**src/rtl/rf_seq_pkg.sv**
```systemverilog
`default_nettype none
// ============================================================================
//  Module      : rf_seq_pkg
//  Description : Shared types and default widths for the register file
//                access sequencer (command opcodes, FSM states).
//  Revision    : 1.0 - initial release
// ============================================================================
package rf_seq_pkg;

   localparam int c_ADDR_W = 18;
   localparam int c_DATA_W = 32;
   localparam int c_LEN_W  = 8;

   // Command opcodes as they appear on req_op
   typedef enum logic [1:0] {
      OP_READ  = 2'd0,
      OP_WRITE = 2'd1,
      OP_COPY  = 2'd2,
      OP_FILL  = 2'd3
   } op_t;

   // Sequencer states; IDLE is the only state that accepts commands
   typedef enum logic [1:0] {
      ST_IDLE    = 2'd0,
      ST_COPY_WR = 2'd1,
      ST_FILL    = 2'd2
   } state_t;

endpackage : rf_seq_pkg
`default_nettype wire

```
**src/rtl/rf_rsp_slot.sv**
```systemverilog
`default_nettype none
// ============================================================================
//  Module      : rf_rsp_slot
//  Description : Single-entry read response holding register. Loads a pair
//                of data words and presents them with valid/ready; data is
//                held stable until the consumer takes it.
//  Revision    : 1.0 - initial release
// ============================================================================
module rf_rsp_slot
   import rf_seq_pkg::*;
#(
   parameter int DATA_W = c_DATA_W
) (
   input  logic              clk,
   input  logic              rst_n,
   input  logic              i_load,
   input  logic [DATA_W-1:0] i_dat1,
   input  logic [DATA_W-1:0] i_dat2,
   input  logic              i_ready,
   output logic              o_valid,
   output logic [DATA_W-1:0] o_dat1,
   output logic [DATA_W-1:0] o_dat2
);

   logic              r_valid;
   logic [DATA_W-1:0] r_dat1;
   logic [DATA_W-1:0] r_dat2;

   // Load wins over drain: a load is only ever issued when the slot is empty
   // or being consumed this cycle, so nothing unread is overwritten.
   always_ff @(posedge clk) begin
      if (!rst_n) begin
         r_valid <= 1'b0;
         r_dat1  <= '0;
         r_dat2  <= '0;
      end else if (i_load) begin
         r_valid <= 1'b1;
         r_dat1  <= i_dat1;
         r_dat2  <= i_dat2;
      end else if (i_ready) begin
         r_valid <= 1'b0;
      end
   end

   assign o_valid = r_valid;
   assign o_dat1  = r_dat1;
   assign o_dat2  = r_dat2;

endmodule : rf_rsp_slot
`default_nettype wire

```
**src/rtl/rf_access_sequencer.sv**
```systemverilog
`default_nettype none
// ============================================================================
//  Module      : rf_access_sequencer
//  Description : Initiator-side controller for the register file. Executes
//                READ / WRITE / COPY / FILL commands, drives the register
//                file select/enable/data lines and returns read results on a
//                valid/ready response channel.
//  Revision    : 1.0 - initial release
// ============================================================================
module rf_access_sequencer
   import rf_seq_pkg::*;
#(
   parameter int ADDR_W = c_ADDR_W,
   parameter int DATA_W = c_DATA_W,
   parameter int LEN_W  = c_LEN_W
) (
   input  logic              CLK,
   input  logic              nRST,
   input  logic              req_valid,
   output logic              req_ready,
   input  logic [1:0]        req_op,
   input  logic [ADDR_W-1:0] req_addr_a,
   input  logic [ADDR_W-1:0] req_addr_b,
   input  logic [DATA_W-1:0] req_wdat,
   input  logic [LEN_W-1:0]  req_len,
   output logic              rsp_valid,
   input  logic              rsp_ready,
   output logic [DATA_W-1:0] rsp_rdat1,
   output logic [DATA_W-1:0] rsp_rdat2,
   output logic              busy,
   output logic              rf_wen,
   output logic [ADDR_W-1:0] rf_wsel,
   output logic [ADDR_W-1:0] rf_rsel1,
   output logic [ADDR_W-1:0] rf_rsel2,
   output logic [DATA_W-1:0] rf_wdat,
   input  logic [DATA_W-1:0] rf_rdat1,
   input  logic [DATA_W-1:0] rf_rdat2
);

   state_t            r_state;
   state_t            w_next;
   op_t               w_op;
   logic              w_accept;
   logic              w_rd_load;
   // r_wptr is the COPY destination or the current FILL address;
   // r_wbuf is the COPY source data or the FILL pattern.
   logic [ADDR_W-1:0] r_wptr;
   logic [DATA_W-1:0] r_wbuf;
   logic [LEN_W-1:0]  r_cnt;

   assign w_op      = op_t'(req_op);
   // An unconsumed response blocks acceptance; one drained this cycle does not.
   assign req_ready = (r_state == ST_IDLE) && !(rsp_valid && !rsp_ready);
   assign w_accept  = req_valid && req_ready;
   assign w_rd_load = w_accept && (w_op == OP_READ);
   assign busy      = (r_state != ST_IDLE);

   // Read selects come straight from the command so read data is valid at the accept edge
   assign rf_rsel1 = req_addr_a;
   assign rf_rsel2 = req_addr_b;

   // State register
   always_ff @(posedge CLK) begin
      if (!nRST) begin
         r_state <= ST_IDLE;
      end else begin
         r_state <= w_next;
      end
   end

   // Next-state decode
   always_comb begin
      w_next = r_state;
      case (r_state)
         ST_IDLE: begin
            if (w_accept && (w_op == OP_COPY)) begin
               w_next = ST_COPY_WR;
            end else if (w_accept && (w_op == OP_FILL) && (req_len != '0)) begin
               w_next = ST_FILL;
            end
         end
         ST_COPY_WR: w_next = ST_IDLE;
         ST_FILL: begin
            if (r_cnt == LEN_W'(1)) begin
               w_next = ST_IDLE;
            end
         end
         default: w_next = ST_IDLE;
      endcase
   end

   // Write pointer, write data buffer and fill counter
   always_ff @(posedge CLK) begin
      if (!nRST) begin
         r_wptr <= '0;
         r_wbuf <= '0;
         r_cnt  <= '0;
      end else if (w_accept && (w_op == OP_COPY)) begin
         r_wptr <= req_addr_b;
         r_wbuf <= rf_rdat1;
      end else if (w_accept && (w_op == OP_FILL)) begin
         r_wptr <= req_addr_a;
         r_wbuf <= req_wdat;
         r_cnt  <= req_len;
      end else if (r_state == ST_FILL) begin
         // Natural ADDR_W-bit overflow gives the wrap past all-ones to zero
         r_wptr <= r_wptr + ADDR_W'(1);
         r_cnt  <= r_cnt - LEN_W'(1);
      end
   end

   // Register file write port drive
   always_comb begin
      rf_wen  = 1'b0;
      rf_wsel = req_addr_a;
      rf_wdat = req_wdat;
      case (r_state)
         ST_IDLE: begin
            if (w_accept && (w_op == OP_WRITE)) begin
               rf_wen = 1'b1;
            end
         end
         ST_COPY_WR, ST_FILL: begin
            rf_wen  = 1'b1;
            rf_wsel = r_wptr;
            rf_wdat = r_wbuf;
         end
         default: rf_wen = 1'b0;
      endcase
      // Reset aborts any write in flight so nothing commits on the reset edge
      if (!nRST) begin
         rf_wen = 1'b0;
      end
   end

   rf_rsp_slot #(
      .DATA_W (DATA_W)
   ) u_rsp_slot (
      .clk     (CLK),
      .rst_n   (nRST),
      .i_load  (w_rd_load),
      .i_dat1  (rf_rdat1),
      .i_dat2  (rf_rdat2),
      .i_ready (rsp_ready),
      .o_valid (rsp_valid),
      .o_dat1  (rsp_rdat1),
      .o_dat2  (rsp_rdat2)
   );

endmodule : rf_access_sequencer
`default_nettype wire

```
**config.mk**
```make
export PLATFORM = sky130hd
export DESIGN_NAME = rf_access_sequencer
export DESIGN_NICKNAME = d
export VERILOG_FILES = /design/src/rtl/rf_seq_pkg.sv /design/src/rtl/rf_rsp_slot.sv /design/src/rtl/rf_access_sequencer.sv
export SDC_FILE = /design/constraint.sdc
export NUM_CORES = 1
export LEC_CHECK = 0
export BUFFER_PORTS_ARGS = -buffer_cell sky130_fd_sc_hd__buf_4
export CORE_MARGIN = 1.5
export CORE_UTILIZATION = 47
export DETAILED_ROUTE_END_ITERATION = 12
export PLACE_DENSITY = 0.81
export SYNTH_ARGS = -nofsm -noshare
export SYNTH_HDL_FRONTEND = slang
export SYNTH_SLANG_ARGS = --single-unit
export TNS_END_PERCENT = 50
```
**constraint.sdc**
```tcl
create_clock -name CLK -period 2.1 [get_ports CLK]
set_input_delay 0.21 -clock CLK [delete_from_list [all_inputs] [get_ports CLK]]
set_output_delay 0.21 -clock CLK [all_outputs]
set_load 0.03 [all_outputs]
```
==> results_dict.tcl <==
set metrics [dict create \
    synth_warnings 0 \
    cts_root_buf "clkbuf_16" \
    final_antenna_net_count 0 \
    antenna_found_initial 0 \
    cts_buffer_depth 2 \
    rsz0062_at_grt "yes" \
    hold_path.class "in -> reg" \
    top_layer_used "met4" \
    antenna_cells 0 \
    leakage_nw 3.97 \
    drc 0 \
    critPathMaxFanout 8 \
    avgSynthCellArea_um2 8.53 \
    firstDrtPassIters 5 \
    final_net_count 1144 \
    timing.final.ws_setup_ns -0.0443 \
    grt_start_max_net_pins 65 \
    period_needed_ns 2.14 \
    hold_viol 0 \
    timing.fmax_mhz 466 \
    clock_sinks 125 \
    gp_congestion 0.854 \
    pre_cts_slack_ns 0.173 \
    yosys_most_used_dff "dfxtp_1" \
    fin_cells 1179 \
    wl_met2_mm 9.47 \
    path_class "reg -> out" \
    arrival_ns 1.93 \
    detail_route.iter0.violations 351 \
    worstSkewPairLatency_ns 0.42 \
    synthCells 744 \
    status "complete, but fails checks" \
    tightest_slew_ns 0.646 \
    dieArea_um2 14200 \
    numPortBuffers 299 \
    synth-seq-cells 125 \
    cts_tree "done" \
    vdd_drop_max_uv 555 \
    clkTransAtPathRegs_ns 0.05 \
    final_cell_mix "buf_4, nand2_1, dfxtp_1" \
    max_stage_delay_ns 0.34 \
    grt_pass1_vias 6236 \
    io_pins 300 \
    overflow 0 \
    die_h_um 119 \
    cp_slowest_cell "mux2_2" \
    violations "negative setup slack" \
    slew_headroom_pct 56.9 \
    fin_util_pct 70.0 \
    ys_types 53 \
    crit_path_end_kind "output port" \
    area_growth_pct 45.5 \
    syn-num-nets 896 \
    viasPerCell 5.39 \
    dp.cells 1144 \
    yosysSeqAreaShare_pct 39.4 \
    finalCritPeriodShare_pct 102 \
    wl_met3_mm 1.37 \
    cp.buffers_inverters 3 \
    critical_path.startpoint_type "flip-flop" \
    synth.cell_area_um2 6350 \
    synthArstFlopShare_pct 0 \
    drv_cap 0 \
    cp.required_ns 1.89 \
    wire_per_inst_um 16.3 \
    hpwl_mm 13.3 \
    vias 6355 \
    initial_core_util_pct 48.1 \
    routed_wl_mm 19.2 \
    grt_first_pass_wirelength_mm 30.5 \
    mostFrequentLayoutCell "buf_4" \
    n_fill_cell 1095 \
    power_density_nw_per_um2 990 \
    crit_chain "inv_2, ha_4, bufbuf_16, mux2_2, buf_4" \
    core_um2 13200 \
    synth-edff-count 0 \
    wl_met1_mm 7.91 \
    path_delay_family "buffers and inverters" \
    htreeDepth 4 \
    track_usage_pct 27.0 \
    slew_viol_final 0 \
    setup_viol_count_final 8 \
    die_w_um 119 \
    skew_ns 0.00670 \
    numCtsBuffers 17 \
    drive_gt1_share_pct 42.3 \
    fp-row-count 42 \
]
-- synthesized netlist by cell type (19+ instances only) --
library cell | number | area share [%]
a211oi_1 | 40 | 4.7
a21oi_1 | 82 | 6.5
buf_2 | 19 | 1.5
buf_4 | 36 | 4.3
clkbuf_1 | 27 | 1.6
dfxtp_1 | 125 | 39
mux2_2 | 63 | 11
mux2i_1 | 37 | 5.8
nand2_1 | 137 | 8.1
nor2_1 | 41 | 2.4
o21ai_0 | 20 | 1.6
-- where the power goes --
group | total [mW] | switching, mW | internal, mW
clock network | 2.64 | 1.02 | 1.62
logic | 3.68 | 1.99 | 1.69
registers | 2.82 | 0.196 | 2.62
total | 9.14 | 3.20 | 5.94
-- cell type report --
cell class | instances | area (µm²) | area share [%]
Multi-Input combinational cell | 516 | 3350 | 36.3
Timing Repair Buffer | 319 | 2580 | 28.0
Sequential cell | 125 | 2500 | 27.1
Clock buffer | 21 | 450 | 4.88
Tap cell | 176 | 220 | 2.38
Clock inverter | 9 | 72.6 | 0.786
Inverter | 13 | 50.0 | 0.542
-- path summary, 6_finish.rpt --
kind                        startpoint                    end  slack, ns  cells past startpoint
setup / recovery            r_state[0]            rf_wdat[17]      -0.04                      5
hold reg to reg   u_rsp_slot.o_dat1[3]   u_rsp_slot.o_dat1[3]       0.45                      2
hold / removal            rf_rdat2[22]  u_rsp_slot.o_dat2[22]       0.04                      3
setup reg to reg            r_state[1]             r_wptr[17]       0.14                      6
-- per-stage QoR --
stage	power (mW)	hold slack (ns)	TNS (ns)	cell area, µm²
4_1_cts	9.18	0.0225	-0.373	9230
5_1_grt	9.55	0.0266	-0.780	9240
3_3_place_gp	6.11	0.441	0	8490
3_5_place_dp	6.17	0.447	0	8490
6_report	9.14	0.0357	-0.251	9240
2_1_floorplan	5.00	0.346	0	6350
-- routing by layer --
metal | vias to the layer above | global-route usage [%]
met3 | 32 | 7.57
met2 | 264 | 45.9
met5 | - | 0
li1 | 3085 | -
met4 | 0 | 10.8
met1 | 2974 | 32.1
-- timing repair --
action | 4_1_cts | 5_1_grt
hold buffers | 0 | 0
setup buffers | 4 | 0
gates cloned | 2 | 0
gates resized for setup | 33 | 8
endpoints found under the setup margin | 51 | 40
-- worst register-to-register path: cells and delay by family (launching register included) --
family / cells / cell delay [ns]
compound gates: 1 / 0.17
buf+inv: 1 / 0.11
fa+ha+maj: 1 / 0.28
flops: 1 / 0.33
simple gates: 3 / 1.01
-- registers in the layout, indices dropped and copies added (netlist names) --
register / flops
r_cnt: 8
r_state: 2
r_wbuf: 32
r_wptr: 18
u_rsp_slot.o_dat1: 32
u_rsp_slot.o_dat2: 32
u_rsp_slot.o_valid: 1
-- cells by family after synthesis --
kind of cell	count (synthesis)	synth area share, %
XOR/XNOR	14	1.93
AND/OR/NAND/NOR	232	16.3
AO/OA/AOI/OAI	164	15.6
adder cells (fa/ha/maj)	6	1.18
buffers and inverters	103	8.60
flip-flops	125	39.4
multiplexers	100	17.0
Note: power is estimated with default switching activity, not from simulation.
